<file path="src/rtl/calc_pkg.sv">
// Shared opcode and state encodings for the calculator front-panel input sequencer.
package calc_pkg;

  localparam logic [3:0] OP_AND  = 4'h0;
  localparam logic [3:0] OP_OR   = 4'h1;
  localparam logic [3:0] OP_XOR  = 4'h2;
  localparam logic [3:0] OP_NAND = 4'h3;
  localparam logic [3:0] OP_NOT  = 4'h4;
  localparam logic [3:0] OP_ADD  = 4'h5;
  localparam logic [3:0] OP_SUB  = 4'h6;
  localparam logic [3:0] OP_NEG  = 4'h7;
  localparam logic [3:0] OP_SHL  = 4'h8;
  localparam logic [3:0] OP_SHR  = 4'h9;
  localparam logic [3:0] OP_ROL  = 4'hA;
  localparam logic [3:0] OP_ROR  = 4'hB;
  localparam logic [3:0] OP_MUL  = 4'hC;
  localparam logic [3:0] OP_MAX  = OP_MUL;

  typedef enum logic [2:0] {
    ST_LOAD_OP  = 3'd0,
    ST_LOAD_A   = 3'd1,
    ST_LOAD_B   = 3'd2,
    ST_EXEC     = 3'd3,
    ST_MUL_STEP = 3'd4
  } state_e;

  // Opcodes that take only operand A; operand B is forced to zero.
  function automatic logic is_single_op(input logic [3:0] op);
    return (op == OP_NOT) || (op == OP_NEG);
  endfunction

endpackage

</file>
<file path="src/rtl/key_press_detect.sv">
// Synchronises a raw active-low key, detects its falling edge and locks out
// further edges for HOLDOFF clocks after each accepted press.
module key_press_detect #(
  parameter int HOLDOFF = 2
) (
  input  logic clk_i,
  input  logic rst_ni,
  input  logic key_n_i,
  output logic press_o
);

  localparam int HW = (HOLDOFF < 1) ? 1 : $clog2(HOLDOFF + 1);

  logic          s1_q, s2_q, s3_q;
  logic [HW-1:0] hold_q, hold_d;

  // Sync flops reset to released so reset deassertion never looks like a press.
  assign press_o = s3_q & ~s2_q & (hold_q == '0);

  always_comb begin
    hold_d = hold_q;
    if (press_o)             hold_d = HW'(HOLDOFF);
    else if (hold_q != '0)   hold_d = hold_q - 1'b1;
  end

  always_ff @(posedge clk_i or negedge rst_ni) begin
    if (!rst_ni) begin
      s1_q   <= 1'b1;
      s2_q   <= 1'b1;
      s3_q   <= 1'b1;
      hold_q <= '0;
    end else begin
      s1_q   <= key_n_i;
      s2_q   <= s1_q;
      s3_q   <= s2_q;
      hold_q <= hold_d;
    end
  end

endmodule

</file>
<file path="src/rtl/calc_input_sequencer.sv">
// Turns ENTER presses plus SW[7:0] into opcode/operand captures, an execute
// strobe and per-press multiply step strobes for the calculator function unit.
module calc_input_sequencer
  import calc_pkg::*;
#(
  parameter int HOLDOFF   = 2,
  parameter int MUL_STEPS = 8
) (
  input  logic       CLOCK_50,
  input  logic       KEY0,
  input  logic       enter_n,
  input  logic [7:0] sw,
  output logic [3:0] opcode,
  output logic [7:0] op_a,
  output logic [7:0] op_b,
  output logic       exec_start,
  output logic       mul_step,
  output logic [2:0] step_cnt,
  output logic [2:0] state,
  output logic       busy,
  output logic       err
);

  state_e     state_q, state_d;
  logic       press;
  logic       busy_q, busy_d;
  logic       err_q;
  logic [3:0] opcode_q;
  logic [7:0] op_a_q, op_b_q;
  logic [2:0] step_q;
  logic       op_valid, last_step;

  key_press_detect #(.HOLDOFF(HOLDOFF)) u_kpd (
    .clk_i   (CLOCK_50),
    .rst_ni  (KEY0),
    .key_n_i (enter_n),
    .press_o (press)
  );

  assign op_valid  = (sw[3:0] <= OP_MAX);
  assign last_step = (step_q == 3'(MUL_STEPS - 1));

  always_ff @(posedge CLOCK_50 or negedge KEY0) begin
    if (!KEY0) state_q <= ST_LOAD_OP;
    else       state_q <= state_d;
  end

  always_comb begin
    state_d = state_q;
    case (state_q)
      ST_LOAD_OP:  if (press && op_valid) state_d = ST_LOAD_A;
      ST_LOAD_A:   if (press) state_d = is_single_op(opcode_q) ? ST_EXEC : ST_LOAD_B;
      ST_LOAD_B:   if (press) state_d = ST_EXEC;
      ST_EXEC:     state_d = (opcode_q == OP_MUL) ? ST_MUL_STEP : ST_LOAD_OP;
      ST_MUL_STEP: if (press && last_step) state_d = ST_LOAD_OP;
      default:     state_d = ST_LOAD_OP;
    endcase
  end

  always_comb begin
    exec_start = (state_q == ST_EXEC);
    mul_step   = press && (state_q == ST_MUL_STEP);
    busy_d     = (state_d == ST_EXEC) || (state_d == ST_MUL_STEP);
  end

  // Capture registers hold until overwritten; only reset clears them.
  always_ff @(posedge CLOCK_50 or negedge KEY0) begin
    if (!KEY0) begin
      opcode_q <= '0;
      op_a_q   <= '0;
      op_b_q   <= '0;
      err_q    <= 1'b0;
      step_q   <= '0;
      busy_q   <= 1'b0;
    end else begin
      busy_q <= busy_d;
      case (state_q)
        ST_LOAD_OP: if (press) begin
          if (op_valid) begin
            opcode_q <= sw[3:0];
            err_q    <= 1'b0;
          end else begin
            err_q    <= 1'b1;
          end
        end
        ST_LOAD_A: if (press) begin
          op_a_q <= sw;
          if (is_single_op(opcode_q)) op_b_q <= '0;
        end
        ST_LOAD_B:   if (press) op_b_q <= sw;
        ST_EXEC:     step_q <= '0;
        ST_MUL_STEP: if (press) step_q <= last_step ? 3'd0 : step_q + 3'd1;
        default: ;
      endcase
    end
  end

  assign opcode   = opcode_q;
  assign op_a     = op_a_q;
  assign op_b     = op_b_q;
  assign step_cnt = step_q;
  assign state    = state_q;
  assign busy     = busy_q;
  assign err      = err_q;

endmodule

</file>
<file path="config.mk">
export PLATFORM = sky130hd
export DESIGN_NAME = calc_input_sequencer
export DESIGN_NICKNAME = d
export VERILOG_FILES = /design/src/rtl/calc_pkg.sv /design/src/rtl/key_press_detect.sv /design/src/rtl/calc_input_sequencer.sv
export SDC_FILE = /design/constraint.sdc
export NUM_CORES = 1
export LEC_CHECK = 0
export CAP_MARGIN = 25
export CORE_UTILIZATION = 40
export CTS_BUF_LIST = sky130_fd_sc_hd__clkbuf_8
export CTS_CLUSTER_DIAMETER = 120
export DETAILED_ROUTE_END_ITERATION = 6
export HOLD_SLACK_MARGIN = 0.15
export PLACE_DENSITY = 0.83
export SLEW_MARGIN = 20
export SYNTH_ARGS = -nofsm -noshare
export SYNTH_HDL_FRONTEND = slang
export SYNTH_SLANG_ARGS = --single-unit
</file>
<file path="constraint.sdc">
create_clock -name CLOCK_50 -period 1.81 [get_ports CLOCK_50]
set_clock_uncertainty 0.05 [all_clocks]
set_input_delay 0.362 -clock CLOCK_50 [delete_from_list [all_inputs] [get_ports CLOCK_50]]
set_output_delay 0.362 -clock CLOCK_50 [all_outputs]
set_load 0.01 [all_outputs]
</file>
* Word-level counts from Yosys, hierarchy flattened
Index checks and enable logic that the tools add are counted.
Storage, ports and cells: output and inout port bits 30, input port bits 11, word-level logic and storage cells 64, bits in registers 33
Cells by class: add/sub/neg operators 2, bitwise operators 3, equal/unequal tests 14, reductions and logical operators 16, mux-type cells 17, $lt $le $gt $ge 1
Operators by type and width (number):
- $mux W8 | 3
- $mux W3 | 7
- $pmux W8 S2 | 1
- $pmux W3 S5 | 1
- $eq A3 B2 Y1 const B | 3
- $eq A3 B3 Y1 const B | 3
- $eq A4 B3 Y1 const B | 2
- $ne A2 B2 Y1 const B | 4
- $reduce_bool A2 Y1 | 4
- $pmux W3 S2 | 1
- $reduce_and A2 Y1 | 3
- $eq A4 B4 Y1 const B | 1
- $le A4 B4 Y1 const B | 1
- $mux W2 | 2
- $reduce_and A4 Y1 | 1
- $add A3 B1 Y3 const B | 1
- $eq A3 B1 Y1 const B | 1
- $logic_and A1 B1 Y1 | 3
- $logic_not A3 Y1 | 1
- $reduce_and A3 Y1 | 1
- $and A1 B1 Y1 | 2
- $logic_not A2 Y1 | 1
- $logic_or A1 B1 Y1 | 2
- $mux W1 | 2
- other kinds (2) | 2

* Depth between registers and ports, before layout
Gate-level depths: netlist (run 1).
word-level depth 8, gate-level depth with buffers 6, mapped depth without buffers 5

* Cells and area by module
A second synthesis (run 1) with hierarchy kept.
Unflattened totals: cell total of the unflattened synthesis 130, area total of the unflattened synthesis 1520.2 um^2
By module, submodules not included:
- calc_input_sequencer | times used 1, area an instance 1331.3 um^2, cells each 117, sequential area each 700.7 um^2
- key_press_detect | times used 1, area an instance 188.9 um^2, cells each 13, sequential area each 128.9 um^2

* Worst setup path after synthesis (run 1)
OpenSTA, ideal clock, no wires.
kind flip-flop to flip-flop, start register u_kpd.hold_q[0], end register opcode_q[0] (netlist: opcode[0]), data arrival time 1.644 ns, data required time 1.635 ns, period minus slack after synthesis 1.819 ns, cell stages (with the launch flop) 7, library setup time 0.125 ns, path slack -0.009 ns, path buffers 1, cells stage by stage dfrtp_1 inv_1 ha_1 nand4bb_1 or4_1 buf_2 mux2_4
Between the ends: longest elaborated chain between the ends 3
RTL lines:
- from (decl) | RTL line key_press_detect.sv:15 | logic [HW-1:0] hold_q, hold_d;
- from (signal assigned) | RTL line key_press_detect.sv:36 | hold_q <= hold_d;
- $logic_not A2 Y1 | RTL line key_press_detect.sv:18 | assign press_o = s3_q & ~s2_q & (hold_q == '0);
- $and A1 B1 Y1 | RTL line key_press_detect.sv:18
- $reduce_and A3 Y1 (no source line)
- to (signal assigned) | RTL line calc_input_sequencer.sv:80 | opcode_q <= sw[3:0];
- to (decl) | RTL line calc_input_sequencer.sv:28 | logic [3:0] opcode_q;
No other way between the ends. A chain may end at the register's enable or synchronous reset.

* Worst setup path in the final report (run 1)
start register u_kpd.hold_q[1], end output port mul_step
Between the ends: longest elaborated chain between the ends 3
RTL lines:
- $logic_not A2 Y1 | RTL line key_press_detect.sv:18
- $and A1 B1 Y1 | RTL line key_press_detect.sv:18
- $logic_and A1 B1 Y1 | RTL line calc_input_sequencer.sv:62 | mul_step = press && (state_q == ST_MUL_STEP);
- to (decl) | RTL line calc_input_sequencer.sv:17 | output logic mul_step,
No other way between the ends.

==> impl_metrics.py, run 1 <==
metrics = {
    "pwr": {
        "finalPower_uw": 3340,
        "vdd_drop_max_uv": 756,
        "power.leakage_uw": 0.00100,
        "p_per_area_nw_per_um2": 1510,
    },
    "synth": {
        "synth_top_cell_by_area": "sky130_fd_sc_hd__dfrtp_1",
        "ys_top_cells_by_area": "sky130_fd_sc_hd__dfrtp_1 51%, sky130_fd_sc_hd__mux2_2 8.4%, sky130_fd_sc_hd__dfstp_2 5.3%, sky130_fd_sc_hd__o2bb2ai_1 4.7%, sky130_fd_sc_hd__o21ai_0 3.0%",
        "main_combinational_cell_family_by_area_after_synthesis": "compound AO/OA/AOI/OAI gates",
        "post_synth_fa_ha_maj_area_fraction": 0.0254,
        "yosys.cell_types.count": 35,
        "synth_enable_flop_cells": 0,
        "synth_cell_area_sq_um": 1480,
        "synth_simple_gate_area_share": 0.116,
        "synth-seq-cells": 33,
        "synthMuxAreaShare": 0.128,
        "yosys_warnings": 0,
        "seq_area_frac_synth": 0.560,
        "synth_compound_area_frac": 0.131,
        "synth_xor_area_frac": 0.00592,
        "synthDominantCellAreaShare": 0.507,
        "postSynth.topFlopCell": "sky130_fd_sc_hd__dfrtp_1",
        "avgSynthCellArea_sq_um": 13.1,
        "synth.net_count": 127,
        "synthTopCellsByCount": "30 x sky130_fd_sc_hd__dfrtp_1, 11 x sky130_fd_sc_hd__mux2_2, 9 x sky130_fd_sc_hd__o21ai_0, 8 x sky130_fd_sc_hd__o2bb2ai_1, 5 x sky130_fd_sc_hd__inv_1",
        "synthesis.instances": 113,
        "synth_async_sr_flop_share": 1.00,
        "synth.most_common_cell": "sky130_fd_sc_hd__dfrtp_1",
    },
    "min_path": {
        "worst_hold_path_type": "reg -> reg",
        "hold_path.startpoint": "u_kpd.s1_q",
        "hold_path_depth": 0,
    },
    "grt": {
        "grt_most_used_layer": "met2",
        "grt_pass1_vias": 1253,
        "use_met3": 0.0602,
        "grt_overflow": 0,
        "use_met1": 0.244,
        "grt_max_degree": 34,
        "globalRouteMet2Util": 0.356,
        "track_usage": 0.208,
        "global_route_wire_length_before_repair_um": 6260,
        "antenna_found_initial": 0,
    },
    "cts": {
        "clock_tree_from_tritoncts": "done",
        "worst_setup_hold_path_clk_slew_ps": 60,
        "clk-insertion-delay-late_ps": 290,
        "cts-buffers-inserted": 5,
        "library_cell_used_as_clock_root_buffer": "sky130_fd_sc_hd__clkbuf_8",
        "cts_num_sinks": 33,
        "htree_levels": 2,
        "clk_path_buf_depth": 2,
    },
    "route": {
        "num_vias": 1179,
        "ant_nets": 0,
        "postRouteWirelength_um": 3640,
        "post_drt_via_cell_ratio": 5.24,
        "drc": 0,
        "first_pass_iters": 4,
        "wl_per_cell_um": 16.2,
        "drt_first_iter_violations": 56,
    },
    "sta": {
        "final_hold_viol_count": 0,
        "finalCritPeriodShare": 1.01,
        "finalSetupViolCount": 1,
        "tightestPinTransition_ps": 415,
        "hold-worst-slack_ps": 310,
        "layout_min_cycle_time_ps": 1830,
        "finalMaxSlewViolations": 0,
        "setup_repair_after_global_routing_missed_its_margin": "yes",
        "relSlewSlack": 0.719,
        "timing.final.ws_setup_ps": -24.4,
        "clock.fmax_mhz": 545,
    },
    "finish": {
        "n_antenna_cell": 0,
        "final.fill_count": 285,
        "final_core_utilization": 0.643,
        "area_taken_by_flip_flops_and_latches_sq_um": 831,
        "final_cell_area_sq_um": 2210,
        "fin_cells": 225,
        "net_count_final": 192,
        "multi_input_area_sq_um": 618,
        "final_layout_size_suffix_gt1_frac": 0.335,
        "syn_to_final_growth_pct": 49.6,
    },
    "floorplan": {
        "core_sq_um": 3440,
        "die_width_um": 62.8,
        "floorplan.initialDensity": 0.430,
        "fp-row-count": 21,
        "floorplan.die_area_sq_um": 3950,
        "design.portCount": 41,
        "chipHeight_um": 62.8,
    },
    "placement": {
        "port_buffers": 40,
        "globalplace.congestion": 0.763,
        "place_hpwl_um": 2680,
        "detailed_place.area_sq_um": 2070,
        "place_inst": 214,
    },
    "worst_setup_path": {
        "setup_slack_of_the_worst_register_to_register_path_ps": 30,
        "path_max_fanout": 6,
        "worstPathRequired_ps": 1400,
        "worst_setup_path_startpoint": "u_kpd.hold_q[1]",
        "crit_arrival_ps": 1420,
        "worst_setup_path_start_kind": "register",
        "timing.reg2reg.worst_path_depth": 6,
        "critical_path.endpoint_type": "output pin",
        "crit-reg2reg-launch": "u_kpd.hold_q[1]",
        "timing.setup.critical_path_class": "reg -> out",
    },
    "run": {
        "max_cap_viol_count": 0,
    },
    "outcome": {
        "outcome": "complete, but fails checks",
        "violations": "setup timing",
    },
}
## logic make-up after synthesis
| logic type | after synthesis |
|---|---|
| flops | 33 |
| buf+inv | 11 |
| simple gates | 23 |
| xor+xnor | 1 |
| compound gates | 26 |
| mux | 16 |
| fa+ha+maj | 3 |
## worst max-delay path, stage by stage, from the launching register on
cell and delay [ps]:
sky130_fd_sc_hd__dfrtp_1 370, sky130_fd_sc_hd__inv_2 80, sky130_fd_sc_hd__ha_4 160, sky130_fd_sc_hd__and4bb_2 240
sky130_fd_sc_hd__nand3b_1 110, sky130_fd_sc_hd__inv_1 70, sky130_fd_sc_hd__buf_2 120
## area by class of cell
type,instances,area share
clock buffer,6,0.0373
tap,46,0.0260
timing repair buffer,64,0.259
sequential,33,0.375
inverter,5,0.00847
clock inverter,2,0.0153
multi-input combinational,69,0.279
## state kept, by name, summed over array words and instances, names as in the netlist
register	flops
op_a	8
op_b	8
u_kpd.hold_q	2
opcode	4
step_cnt	3
busy	1
err	1
u_kpd.s3_q	1
u_kpd.s1_q	1
state	3
u_kpd.s2_q	1
## per-layer routing
metal	vias up	share of wire
li1	548	-
met1	581	0.40
met2	42	0.53
met3	8	0.050
met4	0	0.018
met5	-	0
## metrics by stage
| stage | setup WS (ps) | setup TNS (ps) |
|---|---|---|
| after global routing | -119 | -207 |
| after CTS | -47.9 | -47.9 |
| final | -24.4 | -24.4 |
| after detailed placement | -264 | -1340 |
| after floorplan | 4.40 | 0 |
| after global placement | -207 | -1030 |
## report_power, final
group | total (uW) | internal, uW | switching, uW
Clock | 701 | 443 | 259
Combinational | 1420 | 866 | 554
Sequential | 1220 | 1020 | 199
## cell usage in the layout (no fill, tap or decap), types with 3 or more instances in the layout
cell type	Yosys	routed
sky130_fd_sc_hd__nand3b_1	3	3
sky130_fd_sc_hd__o2bb2ai_1	8	8
sky130_fd_sc_hd__dfrtp_1	30	29
sky130_fd_sc_hd__clkdlybuf4s50_1	0	37
sky130_fd_sc_hd__clkbuf_8	0	6
sky130_fd_sc_hd__buf_4	0	24
sky130_fd_sc_hd__mux2_4	3	3
sky130_fd_sc_hd__o21ai_0	9	9
sky130_fd_sc_hd__inv_1	5	4
sky130_fd_sc_hd__dfstp_2	3	3
sky130_fd_sc_hd__nor2_1	3	3
sky130_fd_sc_hd__mux2_2	11	11
## final timing paths
kind,endpoint
max in group asynchronous,u_kpd.s3_q
min,u_kpd.s2_q
max reg2reg,err
max,mul_step
min in group asynchronous,opcode[2]
min reg2reg,u_kpd.s2_q
## timing repair
item                       4_1_cts  5_1_grt
setup endpoints to repair        9        7
gates resized for setup         11        1
pin swaps                        1        1
hold buffers                     0        0
hold endpoints to repair         0        0
buffers inserted                 1        2
Note: power is estimated with default switching activity, not from simulation.
==> inputs of run 2 (changes only) <==
CAP_MARGIN = unset   (was 25)
==> results of run 2 <==
No change in the layout: final DEF, timing and power equal those of run 1.
